File: config.mk
export PLATFORM = sky130hd
export DESIGN_NAME = nor_seq_arbiter
export DESIGN_NICKNAME = d
export VERILOG_FILES = /design/src/rtl/nor_seq_pkg.sv /design/src/rtl/nor_word.sv /design/src/rtl/nor_seq_arbiter.sv
export SDC_FILE = /design/constraint.sdc
export NUM_CORES = 1
export LEC_CHECK = 0
export CORE_MARGIN = 5
export CORE_UTILIZATION = 57
export CTS_BUF_LIST = sky130_fd_sc_hd__clkbuf_2
export CTS_CLUSTER_DIAMETER = 50
export DETAILED_ROUTE_END_ITERATION = 8
export DONT_BUFFER_PORTS = 1
export PLACE_DENSITY = 0.72
export SYNTH_ARGS = -nofsm -noshare
export SYNTH_HDL_FRONTEND = slang
export SYNTH_SLANG_ARGS = --single-unit
File: constraint.sdc
create_clock -name clk -period 2.89 [get_ports clk]
set_clock_uncertainty 0.1 [all_clocks]
set_input_delay 0.578 -clock clk [delete_from_list [all_inputs] [get_ports clk]]
set_output_delay 0.578 -clock clk [all_outputs]
set_load 0.01 [all_outputs]
File: src/rtl/nor_seq_pkg.sv
// nor_seq_pkg: shared types and helpers for the NOR-sequencing arbiter.
// States, opcode encodings and the opcode -> NOR pass count mapping.
package nor_seq_pkg;

    typedef enum logic [2:0] {
        ST_IDLE = 3'd0,
        ST_P1   = 3'd1,
        ST_P2   = 3'd2,
        ST_P3   = 3'd3,
        ST_DONE = 3'd4
    } state_t;

    localparam logic [1:0] OP_NOT = 2'b00;
    localparam logic [1:0] OP_NOR = 2'b01;
    localparam logic [1:0] OP_OR  = 2'b10;
    localparam logic [1:0] OP_AND = 2'b11;

    // Number of sequential NOR passes needed to build each operation.
    function automatic logic [1:0] pass_count(input logic [1:0] opc);
        logic [1:0] n;
        case (opc)
            OP_OR:   n = 2'd2;
            OP_AND:  n = 2'd3;
            default: n = 2'd1;
        endcase
        return n;
    endfunction

endpackage

File: src/rtl/nor_word.sv
// nor_word: the single shared W-bit NOR evaluation unit (purely combinational).
module nor_word #(
    parameter int W = 8
) (
    input  logic [W-1:0] x0,
    input  logic [W-1:0] x1,
    output logic [W-1:0] y
);

    assign y = ~(x0 | x1);

endmodule

File: src/rtl/nor_seq_arbiter.sv
// nor_seq_arbiter: round-robin arbiter that sequences NOT/NOR/OR/AND requests
// through one shared NOR unit, one operation in flight at a time.
// Optional build macro NOR_SEQ_STATS_EN adds a saturating 16-bit op_count output.
module nor_seq_arbiter
    import nor_seq_pkg::*;
#(
    parameter int N_REQ = 4,
    parameter int W     = 8
) (
    input  logic                     clk,
    input  logic                     rst_n,
    input  logic [N_REQ-1:0]         req,
    input  logic [2*N_REQ-1:0]       op,
    input  logic [N_REQ*W-1:0]       a,
    input  logic [N_REQ*W-1:0]       b,
    output logic [N_REQ-1:0]         gnt,
    output logic                     done,
    output logic [W-1:0]             result,
    output logic [$clog2(N_REQ)-1:0] done_id
`ifdef NOR_SEQ_STATS_EN
    ,
    output logic [15:0]              op_count
`endif
);

    localparam int IDW = $clog2(N_REQ);

    state_t           r_state;
    state_t           w_next;
    logic [IDW-1:0]   r_ptr;
    logic [IDW-1:0]   r_id;
    logic [1:0]       r_op;
    logic [W-1:0]     r_a;
    logic [W-1:0]     r_b;
    logic [W-1:0]     r_t0;
    logic [W-1:0]     r_t1;
    logic [W-1:0]     r_result;
    logic [N_REQ-1:0] r_gnt;
    logic             r_done;

    logic             w_found;
    logic [IDW-1:0]   w_win;
    logic [IDW:0]     w_pick;
    logic [W-1:0]     w_x0;
    logic [W-1:0]     w_x1;
    logic [W-1:0]     w_y;

    logic [1:0]       w_op_arr [N_REQ];
    logic [W-1:0]     w_a_arr  [N_REQ];
    logic [W-1:0]     w_b_arr  [N_REQ];

    // Unpack the flat per-requester buses so the winner can be indexed directly.
    for (genvar g = 0; g < N_REQ; g++) begin : g_unpack
        assign w_op_arr[g] = op[2*g +: 2];
        assign w_a_arr[g]  = a[W*g +: W];
        assign w_b_arr[g]  = b[W*g +: W];
    end

    // First set request bit scanning upward from p, wrapping; MSB flags a hit.
    function automatic logic [IDW:0] rr_pick(input logic [N_REQ-1:0] rq,
                                             input logic [IDW-1:0]   p);
        logic [IDW:0] res;
        int           j;
        res = '0;
        // Scan downward so the candidate closest to the pointer is written last.
        for (int i = N_REQ - 1; i >= 0; i--) begin
            j = int'(p) + i;
            if (j >= N_REQ) j = j - N_REQ;
            if (rq[j[IDW-1:0]]) res = {1'b1, j[IDW-1:0]};
        end
        return res;
    endfunction

    assign w_pick  = rr_pick(req, r_ptr);
    assign w_found = w_pick[IDW];
    assign w_win   = w_pick[IDW-1:0];

    nor_word #(.W(W)) u_nor (
        .x0 (w_x0),
        .x1 (w_x1),
        .y  (w_y)
    );

    // State register.
    always_ff @(posedge clk or negedge rst_n) begin
        if (!rst_n) r_state <= ST_IDLE;
        else        r_state <= w_next;
    end

    // Next state and NOR operand mux per pass.
    always_comb begin
        w_next = r_state;
        w_x0   = '0;
        w_x1   = '0;
        case (r_state)
            ST_IDLE: begin
                if (w_found) w_next = ST_P1;
            end
            ST_P1: begin
                w_x0 = r_a;
                case (r_op)
                    OP_NOT:  w_x1 = '0;
                    OP_AND:  w_x1 = r_a;    // t0 = ~a
                    default: w_x1 = r_b;    // NOR result, or t0 for OR
                endcase
                w_next = (pass_count(r_op) == 2'd1) ? ST_DONE : ST_P2;
            end
            ST_P2: begin
                if (pass_count(r_op) == 2'd2) begin
                    w_x0   = r_t0;          // OR: invert the NOR
                    w_x1   = '0;
                    w_next = ST_DONE;
                end else begin
                    w_x0   = r_b;           // AND: t1 = ~b
                    w_x1   = r_b;
                    w_next = ST_P3;
                end
            end
            ST_P3: begin
                w_x0   = r_t0;              // AND: ~(~a | ~b)
                w_x1   = r_t1;
                w_next = ST_DONE;
            end
            ST_DONE: w_next = ST_IDLE;
            default: w_next = ST_IDLE;
        endcase
    end

    // Grant/operand latch, pass temporaries, result capture and pointer advance.
    always_ff @(posedge clk or negedge rst_n) begin
        if (!rst_n) begin
            r_ptr    <= '0;
            r_id     <= '0;
            r_op     <= OP_NOT;
            r_a      <= '0;
            r_b      <= '0;
            r_t0     <= '0;
            r_t1     <= '0;
            r_result <= '0;
            r_gnt    <= '0;
            r_done   <= 1'b0;
        end else begin
            r_done <= 1'b0;
            case (r_state)
                ST_IDLE: begin
                    if (w_found) begin
                        r_op  <= w_op_arr[w_win];
                        r_a   <= w_a_arr[w_win];
                        r_b   <= w_b_arr[w_win];
                        r_gnt <= N_REQ'(1) << w_win;
                        r_id  <= w_win;
                    end
                end
                ST_P1, ST_P2, ST_P3: begin
                    if (w_next == ST_DONE) begin
                        r_result <= w_y;
                        r_done   <= 1'b1;
                    end else if (r_state == ST_P1) begin
                        r_t0 <= w_y;
                    end else begin
                        r_t1 <= w_y;
                    end
                end
                ST_DONE: begin
                    r_gnt <= '0;
                    r_ptr <= (r_id == IDW'(N_REQ - 1)) ? '0 : r_id + 1'b1;
                end
                default: ;
            endcase
        end
    end

`ifdef NOR_SEQ_STATS_EN
    logic [15:0] r_op_count;

    // Saturating count of completed operations.
    always_ff @(posedge clk or negedge rst_n) begin
        if (!rst_n)
            r_op_count <= '0;
        else if (r_state == ST_DONE && r_op_count != 16'hFFFF)
            r_op_count <= r_op_count + 16'd1;
    end

    assign op_count = r_op_count;
`endif

    assign gnt     = r_gnt;
    assign done    = r_done;
    assign result  = r_result;
    assign done_id = r_id;

endmodule

[Yosys cells after proc, flatten, opt, wreduce, memory -nomap -nowiden]
Cells that the tools add are included.
Storage, ports and cells
  register bits after elaboration: 54
  input port bits: 78
  output and inout bits: 15
  logic and storage cells: 96
Cells by class
  add/sub/neg operators: 8
  order comparisons: 9
  equality and inequality tests: 11
  shifts and indexed selects: 1
  muxes and demuxes: 42
  bitwise gates (word level): 5
  reductions and logical operators: 9
Operator list (count)
  8-bit two-way mux: 6
  8-bit one-hot mux with 3 select lines: 2
  8-bit binary-select mux with 2-bit select: 2
  3-bit two-way mux: 7
  2-bit two-way mux: 9
  8-bit one-hot mux with 2 select lines: 1
  3-bit greater-or-equal comparator, second input constant: 4
  2-bit by 3-bit less-than comparator with 1-bit output, second input constant: 4
  3-bit one-hot mux with 4 select lines: 1
  1-bit binary-select mux with 2-bit select: 4
  2-bit equality test, second input constant: 4
  8-bit inverter: 1
  8-bit OR: 1
  4-bit one-hot mux with 2 select lines: 1
  2-bit by 1-bit subtractor with 2-bit output, second input constant: 4
  2-bit by 2-bit adder with 3-bit output, second input constant: 2
  3-bit by 2-bit equality test with 1-bit output, second input constant: 2
  3-bit equality test, second input constant: 2
  1-bit two-way mux: 6
  2-bit AND reduction: 3
  3-bit AND reduction: 2
  2-bit binary-select mux with 2-bit select: 1
  4-bit two-way mux: 1
  2-bit one-hot mux with 2 select lines: 1
  13 further kinds: 14

[Logic depth before layout (Yosys ltp)]
  depth after elaboration: 14
  depth in mapped cells: 9
  mapped depth without buffers: 7

[Modules after synthesis]
A second synthesis with hierarchy kept.
Unflattened totals
  cell total of the unflattened synthesis: 261
  area, all modules: 2991.6 um^2
By module, submodules not included
  nor_seq_arbiter: times used 1, cells each 253, area an instance 2961.6 um^2, seq. area each 1351.3 um^2
  nor_word: times used 1, cells each 8, area an instance 30.0 um^2, seq. area each 0.0 um^2

[Worst setup path after synthesis]
No wires, ideal clock.
  path kind: register to register
  start point: register r_op[0]
  end point: register r_result[2], in the netlist result[2]
  setup time: 0.125 ns
  arrival time: 1.634 ns
  data required time: 2.665 ns
  slack: 1.032 ns
  stages on the path, launching flop included: 9
  path buffers: 1
  period minus slack after synthesis: 1.858 ns
  cell sequence: dfrtp_1 > inv_1 > ha_1 > buf_2 > nor2_1 > a22oi_2 > nor2_2 > a221oi_2 > mux2_2
Between the ends
  longest elaborated chain between the ends: 8
  elaborated cells between the ends (all ways): 20
  those cells by class: eq/ne (5); mux (11); bitwise (2); reduce/logical (2)
Ends and longest elaborated chain
  start: declaration: line nor_seq_arbiter.sv:32  | logic [1:0] r_op;
  start signal: assignment: line nor_seq_arbiter.sv:147  | r_op <= w_op_arr[w_win];
  2-bit equality test (on tied branches): line nor_seq_pkg.sv:21, nor_seq_arbiter.sv:101
  2-bit one-hot mux with 2 select lines: line nor_seq_pkg.sv:21  | case (opc)
  2-bit two-way mux: line nor_seq_arbiter.sv:95  | case (r_state)
  2-bit equality test or 2-bit by 1-bit equality test with 1-bit output (tied branches): line nor_seq_arbiter.sv:109, nor_seq_arbiter.sv:106
  3-bit two-way mux (tied with other cells): line nor_seq_arbiter.sv:109  | if (pass_count(r_op) == 2'd2) begin
  3-bit one-hot mux with 4 select lines or 8-bit one-hot mux with 3 select lines (tied branches): line nor_seq_arbiter.sv:95
  3-bit equality test or 8-bit OR (tied branches): line nor_seq_arbiter.sv:155, nor_word.sv:10
  2-bit AND reduction (no line) or 8-bit inverter (tied branches)
  end signal: assignment: line nor_seq_arbiter.sv:156  | r_result <= w_y;
  end: declaration: line nor_seq_arbiter.sv:37  | logic [W-1:0] r_result;
Several ways; a longest one is shown, not always the timed one. The select of a mux whose other input is x is not followed.
A chain may end at the register's enable or synchronous reset.

[Worst setup path after layout]
  start point: register r_op[0]
  end point: register r_t0[0]
Between the ends
  longest elaborated chain between the ends: 9
  elaborated cells between the ends (all ways): 21
  those cells by class: eq/ne (5); mux (11); bitwise (3); reduce/logical (2)
Ends and longest elaborated chain
  2-bit equality test (on tied branches): line nor_seq_pkg.sv:21, nor_seq_arbiter.sv:101
  2-bit one-hot mux with 2 select lines: line nor_seq_pkg.sv:21
  2-bit two-way mux: line nor_seq_arbiter.sv:95
  2-bit equality test or 2-bit by 1-bit equality test with 1-bit output (tied branches): line nor_seq_arbiter.sv:109, nor_seq_arbiter.sv:106
  3-bit two-way mux (on tied branches): line nor_seq_arbiter.sv:109, nor_seq_arbiter.sv:106
  3-bit one-hot mux with 4 select lines: line nor_seq_arbiter.sv:95
  3-bit equality test: line nor_seq_arbiter.sv:155  | if (w_next == ST_DONE) begin
  1-bit inverter (no line)
  3-bit AND reduction (no line)
  end signal: assignment: line nor_seq_arbiter.sv:159  | r_t0 <= w_y;
  end: declaration: line nor_seq_arbiter.sv:35  | logic [W-1:0] r_t0;
Several ways; a longest one is shown, not always the timed one. The select of a mux whose other input is x is not followed.

==> results.md <==
* Normalized max-slew margin at 42.8%
* EDFF count, synth at 0
* Most frequent cells in the layout: 54 x dfrtp_1, 39 x mux2i_1, 36 x nand2_1
* Clock Path Buffers at 2
* Post-synthesis sequential area ratio at 45.2%
* R2R depth at 4
* Post-synth net total at 348
* Status: complete, no violations
* Largest net degree at the start of global routing at 55
* Clk root buf: clkbuf_2
* Netlist cell types at 38
* Grt met3 use at 4.01%
* Die area at 0.00679 mm²
* Placer Congestion at 0.818
* Iter 0 DRT Violations at 153
* CTS tree: done
* Synth Flop Type: dfrtp_1
* CTS H-tree depth at 2
* Top Family by Delay on Critical Path: compound AO/OA/AOI/OAI gates
* Cell depth of the worst setup path at 4
* WL/cell at 18.0 µm
* Post-DP HPWL at 4530 µm
* Syn Inst Count at 267
* CTS Sinks at 54
* Final Hold Fails at 0
* Clk_lat worst skew at 0.44 ns
* Multi-input logic area at 0.00151 mm²
* Crit share post-route at 72.7%
* Drt drc at 0
* Area post-placement at 0.00302 mm²
* Pleak at 1.28 nW
* Total negative slack at 0 ns
* Most common cell after layout, fill and taps aside: dfrtp_1
* Crit path required time at 3.15 ns
* Register area at 0.00135 mm²
* Post-CTS sizing at 0
* Max cap viols at 0
* Post-route ant nets at 0
* Crit path to: r_t0[0]
* CTS hold repair buffers at 2
* Ys async rst share at 100%
* Met1 usage at 22.9%
* Core box area at 0.00511 mm²
* Gr ovfl total at 0
* # fillers at 449
* Cell Chain, Critical Path: inv_1 > ha_1 > o21ai_1 > mux2_2
* Die extent in x at 82.4 µm
* Max incr delay on CP at 0.72 ns
* Register bit total from synthesis at 54
* Mean Syn Cell Area at 11.2 µm²
* Slew Viols, Final at 0
* Worst path bufs/invs at 1
* Hold depth at 2
* Crit-path slowest cell: o21ai_1
* Worst-path maximum fanout at 11
* DIE HEIGHT at 82.4 µm
* Pwr/cell area at 1180 mW/mm²
* Layout cells sized above 1 at 21.2%
* Nets at 345
* Syn Std Cell Area at 0.00299 mm²
* Drt via density at 6.12
* First-pass GRT wire length at 9310 µm
* Worst setup SP type: register
* Crit path kind: reg -> reg
* GR peak layer: met2
* Area Overhead vs Synth at 4.40%
* Vias at 2,045
* RR Endpoint: r_t0[0]
* Total wire length at 6020 µm
* Crit path DAT at 2.37 ns
* Reg clk slew, reported paths at 0.24 ns
* Worst r2r src: r_op[0]
* # rows at 26
* HP Class: in -> reg
* Least-Margin Pin Slew at 0.852 ns
* Num CTS Buffers at 5
* Setup-failing EPs final at 0
* Post-route cell area at 0.00312 mm²
* RSZ-0062 raised after global routing: no
* TritonRoute pass-1 iters at 4
* N_diodes at 0
* R2R setup slack at 0.79 ns
* Max VDD drop at 0.558 mV
* Met2 usage at 30.1%
* Critical path launch point: r_op[0]
* CP Capture Type: register
* # port buffers at 0
* FMAX at 0.476 GHz
* Yosys Warn Count at 0
* Total Routing Usage GR at 17.9%
* Initial Utilization at 58.5%
* Initial antenna violation count at 0
* I/O pin count at 93
* Crit path time final at 2.10 ns
* Number of global-route vias before repair at 1,997
* Post-CTS setup buffer count at 0
Yosys cell counts, types with 2 or more instances:
library cell  instances  area (µm²)
buf_4                 6        45.0
a221oi_2              5        75.1
a21oi_1               7        35.0
nor2_1               14        52.6
o21ai_0              14        70.1
nor2b_1               2        12.5
nor3_1                3        15.0
o31ai_1               2        15.0
buf_6                 2        22.5
nand2_1              36         135
nand2b_1              2        12.5
nand3_1               2        10.0
o221ai_1              9        78.8
dfrtp_1              54        1350
o221ai_2             10         150
inv_1                 8        30.0
buf_2                 8        40.0
mux2_2               19         214
ha_1                  3        37.5
mux2i_1              39         390
a22oi_1               5        37.5
report_power, final:
part | switching [W] | leakage [nW] | internal [W] | total (W)
Combinational | 0.000999 | 0.618 | 0.000851 | 0.00185
Clock | 0.000226 | 0.0390 | 0.000143 | 0.000370
Sequential | 0.000339 | 0.626 | 0.00111 | 0.00145
metal layers:
layer,wire (µm),share of wire [%],vias to the layer above
met5,0,0,-
met4,73,1.2,0
met3,330,5.5,8
met2,3170,53,59
met1,2440,41,999
li1,-,-,979
how the worst min path moves through the flow:
| stage | endpoint | start | slack, ns |
|---|---|---|---|
| global route | r_a[5] | a[5] | 0.21 |
| CTS | r_op[1] | op[1] | 0.22 |
| finish | r_op[1] | op[1] | 0.24 |
| detailed placement | done_id[0] | rst_n | 0.19 |
| floorplan | done | rst_n | 0.18 |
| global placement | r_ptr[0] | rst_n | 0.18 |
per-stage QoR:
step	power, W	worst slack, ns	utilization, %	cells	hold slack, ns
after floorplan	0.00297	1.03	-	267	0.182
after global placement	0.00327	0.874	59.1	325	0.184
after detailed placement	0.00332	0.810	59.1	325	0.185
after CTS	0.00371	0.771	61.1	334	0.223
final	0.00367	0.788	61.1	334	0.239
after global routing	0.00395	0.613	61.1	334	0.211
flip-flops by register name, indices dropped and copies added (netlist names):
| signal | flops |
|---|---|
| r_state | 3 |
| r_op | 2 |
| r_a | 8 |
| r_t0 | 8 |
| done | 1 |
| r_b | 8 |
| r_t1 | 8 |
| r_ptr | 2 |
| result | 8 |
| gnt | 4 |
| done_id | 2 |
cell families after synthesis:
family	Yosys count	share of synthesized area, %
fa+ha+maj	3	1.26
flops	54	45.2
mux	58	20.2
compound gates	59	17.4
buf+inv	24	4.61
simple gates	69	11.3
area by class of cell:
cell class | instances | share of cell area [%]
clock buffers | 5 | 0.802
multi-input cells | 189 | 48.3
well taps | 70 | 2.81
inverters | 8 | 0.963
flip-flops and latches | 54 | 43.3
clock inverters | 2 | 1.24
repair buffers | 6 | 2.57
Note: power is estimated with default switching activity, not from simulation.
